## config.mk

```make
export PLATFORM = sky130hd
export DESIGN_NAME = uart_rx_frontend
export DESIGN_NICKNAME = d
export VERILOG_FILES = /design/src/rtl/uart_rx_pkg.sv /design/src/rtl/uart_rx_sampler.sv /design/src/rtl/uart_rx_frontend.sv
export SDC_FILE = /design/constraint.sdc
export NUM_CORES = 1
export LEC_CHECK = 0
export CAP_MARGIN = 25
export CORE_MARGIN = 8
export CORE_UTILIZATION = 50
export DETAILED_ROUTE_END_ITERATION = 8
export PLACE_DENSITY_LB_ADDON = 0.2
export SYNTH_ARGS = -nofsm -noshare
export SYNTH_HDL_FRONTEND = slang
export SYNTH_SLANG_ARGS = --single-unit
```

## constraint.sdc

```tcl
create_clock -name CLK -period 2.75 [get_ports CLK]
set_clock_uncertainty 0.1 [all_clocks]
set_input_delay 0.275 -clock CLK [delete_from_list [all_inputs] [get_ports CLK]]
set_output_delay 0.275 -clock CLK [all_outputs]
set_load 0.03 [all_outputs]
```

## src/rtl/uart_rx_pkg.sv

```systemverilog
`default_nettype none
// +--------------------------------------------------------------------+
// | uart_rx_pkg                                                        |
// | Shared encodings and constants for the UART RX front end.          |
// | Rev 1.0 - initial release                                          |
// +--------------------------------------------------------------------+
package uart_rx_pkg;

  // Receiver FSM encoding
  localparam logic [2:0] S_IDLE   = 3'd0;
  localparam logic [2:0] S_START  = 3'd1;
  localparam logic [2:0] S_DATA   = 3'd2;
  localparam logic [2:0] S_PARITY = 3'd3;
  localparam logic [2:0] S_STOP   = 3'd4;

  typedef enum logic [2:0] {
    IDLE   = S_IDLE,
    START  = S_START,
    DATA   = S_DATA,
    PARITY = S_PARITY,
    STOP   = S_STOP
  } rx_state_e;

  // Frame length in bit periods, start and stop bits included
  localparam int FRAME_BITS_NOPAR = 10;
  localparam int FRAME_BITS_PAR   = 11;

  // Supported oversample ratios
  localparam int PRESCALE_8  = 8;
  localparam int PRESCALE_16 = 16;
  localparam int PRESCALE_32 = 32;

  // 2-of-3 vote over the mid-bit oversamples
  function automatic logic maj3(input logic [2:0] s);
    return (s[0] & s[1]) | (s[0] & s[2]) | (s[1] & s[2]);
  endfunction

endpackage
`default_nettype wire

```

## src/rtl/uart_rx_sampler.sv

```systemverilog
`default_nettype none
// +--------------------------------------------------------------------+
// | uart_rx_sampler                                                    |
// | Line synchronizer, per-bit edge counter and 3-sample majority vote.|
// | Rev 1.0 - initial release                                          |
// +--------------------------------------------------------------------+
module uart_rx_sampler
  import uart_rx_pkg::*;
#(
  parameter int PRESCALE_WIDTH = 6
) (
  input  logic                      CLK,
  input  logic                      rst_n,
  input  logic                      rx_in,
  input  logic                      start,
  input  logic                      active,
  input  logic [PRESCALE_WIDTH-1:0] prescale,
  output logic                      rx_s,
  output logic [PRESCALE_WIDTH-1:0] edge_cnt,
  output logic                      sampled_bit,
  output logic                      bit_done
);

  logic                      sync_q1;
  logic [2:0]                samples;
  logic [PRESCALE_WIDTH-1:0] half;
  logic [PRESCALE_WIDTH-1:0] last;

  // Counter arithmetic wraps modulo 2^PRESCALE_WIDTH, so any prescale value
  // (legal or not) still reaches its last edge within one counter period.
  assign half        = prescale >> 1;
  assign last        = prescale - PRESCALE_WIDTH'(1);
  assign sampled_bit = maj3(samples);
  assign bit_done    = active && (edge_cnt == last);

  // Two-flop synchronizer; the line idles high so reset loads ones
  always_ff @(posedge CLK) begin
    if (!rst_n) begin
      sync_q1 <= 1'b1;
      rx_s    <= 1'b1;
    end else begin
      sync_q1 <= rx_in;
      rx_s    <= sync_q1;
    end
  end

  // Edge counter: start cycle is edge 0, so the next cycle is edge 1
  always_ff @(posedge CLK) begin
    if (!rst_n) begin
      edge_cnt <= '0;
    end else if (start) begin
      edge_cnt <= PRESCALE_WIDTH'(1);
    end else if (!active || (edge_cnt == last)) begin
      edge_cnt <= '0;
    end else begin
      edge_cnt <= edge_cnt + PRESCALE_WIDTH'(1);
    end
  end

  // Capture the three oversamples centred on the middle of the bit
  always_ff @(posedge CLK) begin
    if (!rst_n) begin
      samples <= '0;
    end else if (active) begin
      if (edge_cnt == half - PRESCALE_WIDTH'(1)) samples[0] <= rx_s;
      if (edge_cnt == half)                      samples[1] <= rx_s;
      if (edge_cnt == half + PRESCALE_WIDTH'(1)) samples[2] <= rx_s;
    end
  end

endmodule
`default_nettype wire

```

## src/rtl/uart_rx_frontend.sv

```systemverilog
`default_nettype none
// +--------------------------------------------------------------------+
// | uart_rx_frontend                                                   |
// | Oversampling UART receiver: frame FSM, shift register, parity and  |
// | stop checks, registered byte/strobe outputs.                       |
// | Rev 1.0 - initial release                                          |
// +--------------------------------------------------------------------+
module uart_rx_frontend
  import uart_rx_pkg::*;
#(
  parameter int DATA_WIDTH     = 8,
  parameter int PRESCALE_WIDTH = 6
) (
  input  logic                      CLK,
  input  logic                      rst_n,
  input  logic                      RX_IN,
  input  logic [PRESCALE_WIDTH-1:0] Prescale,
  input  logic                      PAR_EN,
  input  logic                      PAR_TYP,
  output logic [DATA_WIDTH-1:0]     RX_P_DATA,
  output logic                      RX_D_VLD,
  output logic                      Parity_Error,
  output logic                      Stop_Error
);

  localparam int               BCW     = (DATA_WIDTH > 1) ? $clog2(DATA_WIDTH) : 1;
  localparam logic [BCW-1:0]   BC_LAST = BCW'(DATA_WIDTH - 1);

  rx_state_e                 state;
  rx_state_e                 next_state;
  logic [PRESCALE_WIDTH-1:0] prescale_q;
  logic                      par_en_q;
  logic                      par_typ_q;
  logic [BCW-1:0]            bit_cnt;
  logic [DATA_WIDTH-1:0]     shift_reg;
  logic                      par_err;
  logic                      rx_s;
  logic                      sampled_bit;
  logic                      bit_done;
  logic                      start_det;
  logic                      active;

  assign start_det = (state == IDLE) && !rx_s;
  assign active    = (state != IDLE);

  uart_rx_sampler #(
    .PRESCALE_WIDTH (PRESCALE_WIDTH)
  ) u_sampler (
    .CLK         (CLK),
    .rst_n       (rst_n),
    .rx_in       (RX_IN),
    .start       (start_det),
    .active      (active),
    .prescale    (prescale_q),
    .rx_s        (rx_s),
    .edge_cnt    (),
    .sampled_bit (sampled_bit),
    .bit_done    (bit_done)
  );

  // FSM state register
  always_ff @(posedge CLK) begin
    if (!rst_n) state <= IDLE;
    else        state <= next_state;
  end

  // Next-state logic; every non-idle state advances only at a bit boundary
  always_comb begin
    next_state = state;
    case (state)
      IDLE:    if (!rx_s) next_state = START;
      START:   if (bit_done) next_state = sampled_bit ? IDLE : DATA;
      DATA:    if (bit_done && (bit_cnt == BC_LAST)) next_state = par_en_q ? PARITY : STOP;
      PARITY:  if (bit_done) next_state = STOP;
      STOP:    if (bit_done) next_state = IDLE;
      default: next_state = IDLE;
    endcase
  end

  // Frame datapath: config capture at start, LSB-first shift, parity check
  always_ff @(posedge CLK) begin
    if (!rst_n) begin
      prescale_q <= '0;
      par_en_q   <= 1'b0;
      par_typ_q  <= 1'b0;
      bit_cnt    <= '0;
      shift_reg  <= '0;
      par_err    <= 1'b0;
    end else begin
      if (start_det) begin
        prescale_q <= Prescale;
        par_en_q   <= PAR_EN;
        par_typ_q  <= PAR_TYP;
        bit_cnt    <= '0;
        par_err    <= 1'b0;
      end
      if ((state == DATA) && bit_done) begin
        shift_reg <= {sampled_bit, shift_reg[DATA_WIDTH-1:1]};
        bit_cnt   <= bit_cnt + BCW'(1);
      end
      if ((state == PARITY) && bit_done) begin
        par_err <= (sampled_bit != ((^shift_reg) ^ par_typ_q));
      end
    end
  end

  // Frame-end outputs; strobes default low so each lasts one cycle
  always_ff @(posedge CLK) begin
    if (!rst_n) begin
      RX_P_DATA    <= '0;
      RX_D_VLD     <= 1'b0;
      Parity_Error <= 1'b0;
      Stop_Error   <= 1'b0;
    end else begin
      RX_D_VLD     <= 1'b0;
      Parity_Error <= 1'b0;
      Stop_Error   <= 1'b0;
      if ((state == STOP) && bit_done) begin
        Parity_Error <= par_err;
        Stop_Error   <= !sampled_bit;
        if (sampled_bit && !par_err) begin
          RX_P_DATA <= shift_reg;
          RX_D_VLD  <= 1'b1;
        end
      end
    end
  end

endmodule
`default_nettype wire

```

==> metrics.md <==
| Metric | Value |
|---|---|
| Status | `finished clean` |
| Final period util | `between 80% and 90%` |
| CTS root buf | `clkbuf_8` |
| Synth Register Bits | `45` |
| Initial antenna violation count | `0` |
| WL met3 | `between 200 and 250 µm` |
| Vias in the first global route | `1,761` |
| Grt total ovfl | `0` |
| First-pass GRT wire length | `around 8100 µm` |
| 1st-iter DRT viols | `73` |
| Hold_buf cts | `0` |
| Die height | `84.7 µm` |
| Clk slew on worst S/H paths | `~80 ps` |
| Dominant synthesized flop cell | `dfxtp_1` |
| Synthesized area per cell | `8.71 µm²` |
| Yosys cell types | `between 40 and 50` |
| CP Class | `register to register` |
| Power Internal | `roughly 0.0009 W` |
| Detail Placement HPWL | `~3400 µm` |
| # nets final | `308` |
| Synth warn | `0` |
| Final setup violation count | `0` |
| Htree depth | `2` |
| Row count | `25` |
| Cells after synthesis | `271` |
| Comb pwr share | `between 8 and 9%` |
| Slew headroom | `51.1%` |
| Post-route ant nets | `0` |
| Layout cell share with drive strength beyond 1 | `under 10%` |
| Startpoint Class | `register` |
| Mapped Nets | `a little under 300` |
| Post-synth EDFFs | `0` |
| CTS tree | `yes` |
| Later-pin clock latency in the skew report | `about 290 ps` |
| FF+latch area | `901 µm²` |
| Gpl congestion | `0.892` |
| RSZ-0062 raised after global routing | `no` |
| Met2 Wirelength | `between 2000 and 2500 µm` |
| Clock power share | `a little over a third` |
| # IOs | `22` |
| CP Data Required Time | `between 2000 and 3000 ps` |
| Die Span X | `approximately 85 µm` |
| Final Hold Vio Count | `0` |
| CP max stage delay | `540 ps` |
| Starting density of the core | `approximately 51%` |
| CP arrival | `approximately 2500 ps` |
| Crit Path Max Fanout | `12` |
| Worst slew pin tran | `approximately 730 ps` |
| Max-Cap Viols | `0` |
| Setup WS pre-CTS | `approximately 290 ps` |
| Routed wire per std cell | `roughly 13 µm` |
| Port buffer count | `21` |
| Final Critical Period | `approximately 2500 ps` |
| Ant diodes | `0` |
| Sw frac | `about a quarter` |
| Asr flop ratio synth | `0%` |
| Pwr dens | `440 nW/µm²` |
| Syn Std Cell Area | `between 2000 and 2500 µm²` |
| CP top delay family | `simple AND/OR/NAND/NOR gates` |
| Fin Setup TNS | `0 ps` |
| Switching power total | `~0.00028 W` |
| Met1 wire length | `about 2300 µm` |
| Worst setup EP type | `register` |
| Die ar. | `around 7200 µm²` |
| Max Freq | `a little over 400 MHz` |
| Multi-input gate area | `around 1400 µm²` |
| # DRC | `0` |
| Post-CTS setup buffer count | `0` |
| DRT Pass-1 Iters | `4` |
| CTS sink count | `45` |
| Maximum VDD drop | `0.000345 V` |
| Fill cells | `approximately 440` |
| Post-CTS Resized | `0` |
| Leakage | `1.03 nW` |
| Crit-path cells | `inv_1 -> ha_1 -> xor2_1 -> nand2_1 -> or4_1 -> nor3_2 -> buf_4 -> mux2i_1 -> nor2_1` |
| Via density | `roughly 5.3` |
| Core area | `4630 µm²` |
| Area Overhead vs Synth | `14.0%` |
| Via count | `1,823` |
| Max Buffers Root-to-Sink | `2` |
| Final wirelength | `between 4000 and 5000 µm` |
| Final Slew Violations | `0` |
| Critical path's slowest cell | `or4_1` |
| TritonCTS Buffers | `5` |
| Pin count of the biggest net entering global routing | `23` |
| Post-synthesis sequential area ratio | `a little under two fifths` |
| Final Worst Setup Slack | `296 ps` |
| Total GRT Usage | `14.0%` |
| Top sig layer | `met4` |
| CP Buf/Inv Count | `2` |
| Flop pwr share | `56.7%` |
| Min-delay worst type | `register to register` |
[cell usage in the layout (no fill, tap or decap), types with 3 or more instances in the layout]
master and n:
nand2_1 47, dfxtp_1 45, nor2_1 28, clkdlybuf4s50_1 21, mux2i_1 20, xor2_1 17
xnor2_1 15, a21oi_1 13, inv_1 8, nand3_1 7, ha_1 7, clkbuf_8 6
buf_4 6, nor3_1 5, nand2b_1 4, nor3b_1 3, or3_1 3, nand3b_1 3
o21ai_0 3
[power by group through the flow]
stage / Combinational, W / Sequential (W) / Clock, W
finish: 0.000101 / 0.000670 / 0.000412
floorplan: 0.0000767 / 0.000680 / 0
global route: 0.000113 / 0.000672 / 0.000452
CTS: 0.000102 / 0.000670 / 0.000425
global placement: 0.000100 / 0.000686 / 0
detailed placement: 0.000101 / 0.000686 / 0
[per-layer routing]
layer	global-route usage (%)	up-vias
met1	17.3	844
met3	5.56	2
li1	-	944
met5	0	-
met4	4.69	0
met2	21.5	33
[synthesized netlist by cell type (2+ instances only)]
cell | count | share of area [%]
nor3_1 | 5 | 1.1
nand2_1 | 47 | 7.5
buf_2 | 2 | 0.42
mux2i_1 | 20 | 8.5
or3_1 | 3 | 0.79
ha_1 | 7 | 3.7
xor2_1 | 17 | 6.3
nand3b_1 | 3 | 0.95
a21oi_1 | 13 | 2.8
nor3b_1 | 3 | 0.95
inv_1 | 8 | 1.3
dfxtp_1 | 45 | 38
nand3_1 | 7 | 1.5
nand2b_1 | 4 | 1.1
buf_6 | 2 | 0.95
nor2_1 | 28 | 4.5
clkbuf_1 | 9 | 1.4
xnor2_1 | 15 | 5.6
o21ai_0 | 3 | 0.64
[cell families after synthesis]
kind of cell / after synthesis / share of synthesized area, %
xor gates and xnor gates: 32 / 11.9
AOI/OAI and AO/OA: 29 / 8.59
muxes: 21 / 8.96
adders and majority gates: 8 / 4.13
and+or+nand+nor: 113 / 23.7
buffers and inverters: 23 / 4.61
DFF: 45 / 38.2
[final cells by class]
cell class	instances	area share, %
inverters	8	1.12
repair buffers	27	9.48
flip-flops and latches	45	33.5
multi-input cells	203	50.2
clock buffers	7	3.21
well taps	54	2.51
[final timing paths]
kind	start	endpoint	slack, ps	cells after the start
max	prescale_q[0]	shift_reg[2]	300	9
min	u_sampler.sync_q1	u_sampler.rx_s	320	1
max reg2reg	prescale_q[0]	shift_reg[2]	300	9
min reg2reg	u_sampler.sync_q1	u_sampler.rx_s	320	1
[metrics by stage]
step | power (W) | instance area, µm² | utilization [%] | cells | hold slack [ps]
6_report | 0.00118 | 2690 | 58.1 | 344 | 322
5_1_grt | 0.00124 | 2690 | 58.1 | 344 | 333
4_1_cts | 0.00120 | 2690 | 58.1 | 344 | 327
3_5_place_dp | 0.000787 | 2610 | 56.3 | 337 | 296
3_3_place_gp | 0.000786 | 2610 | 56.3 | 337 | 306
2_1_floorplan | 0.000757 | 2360 | - | 271 | 276
No activity file was read; power rests on OpenSTA's default activity.
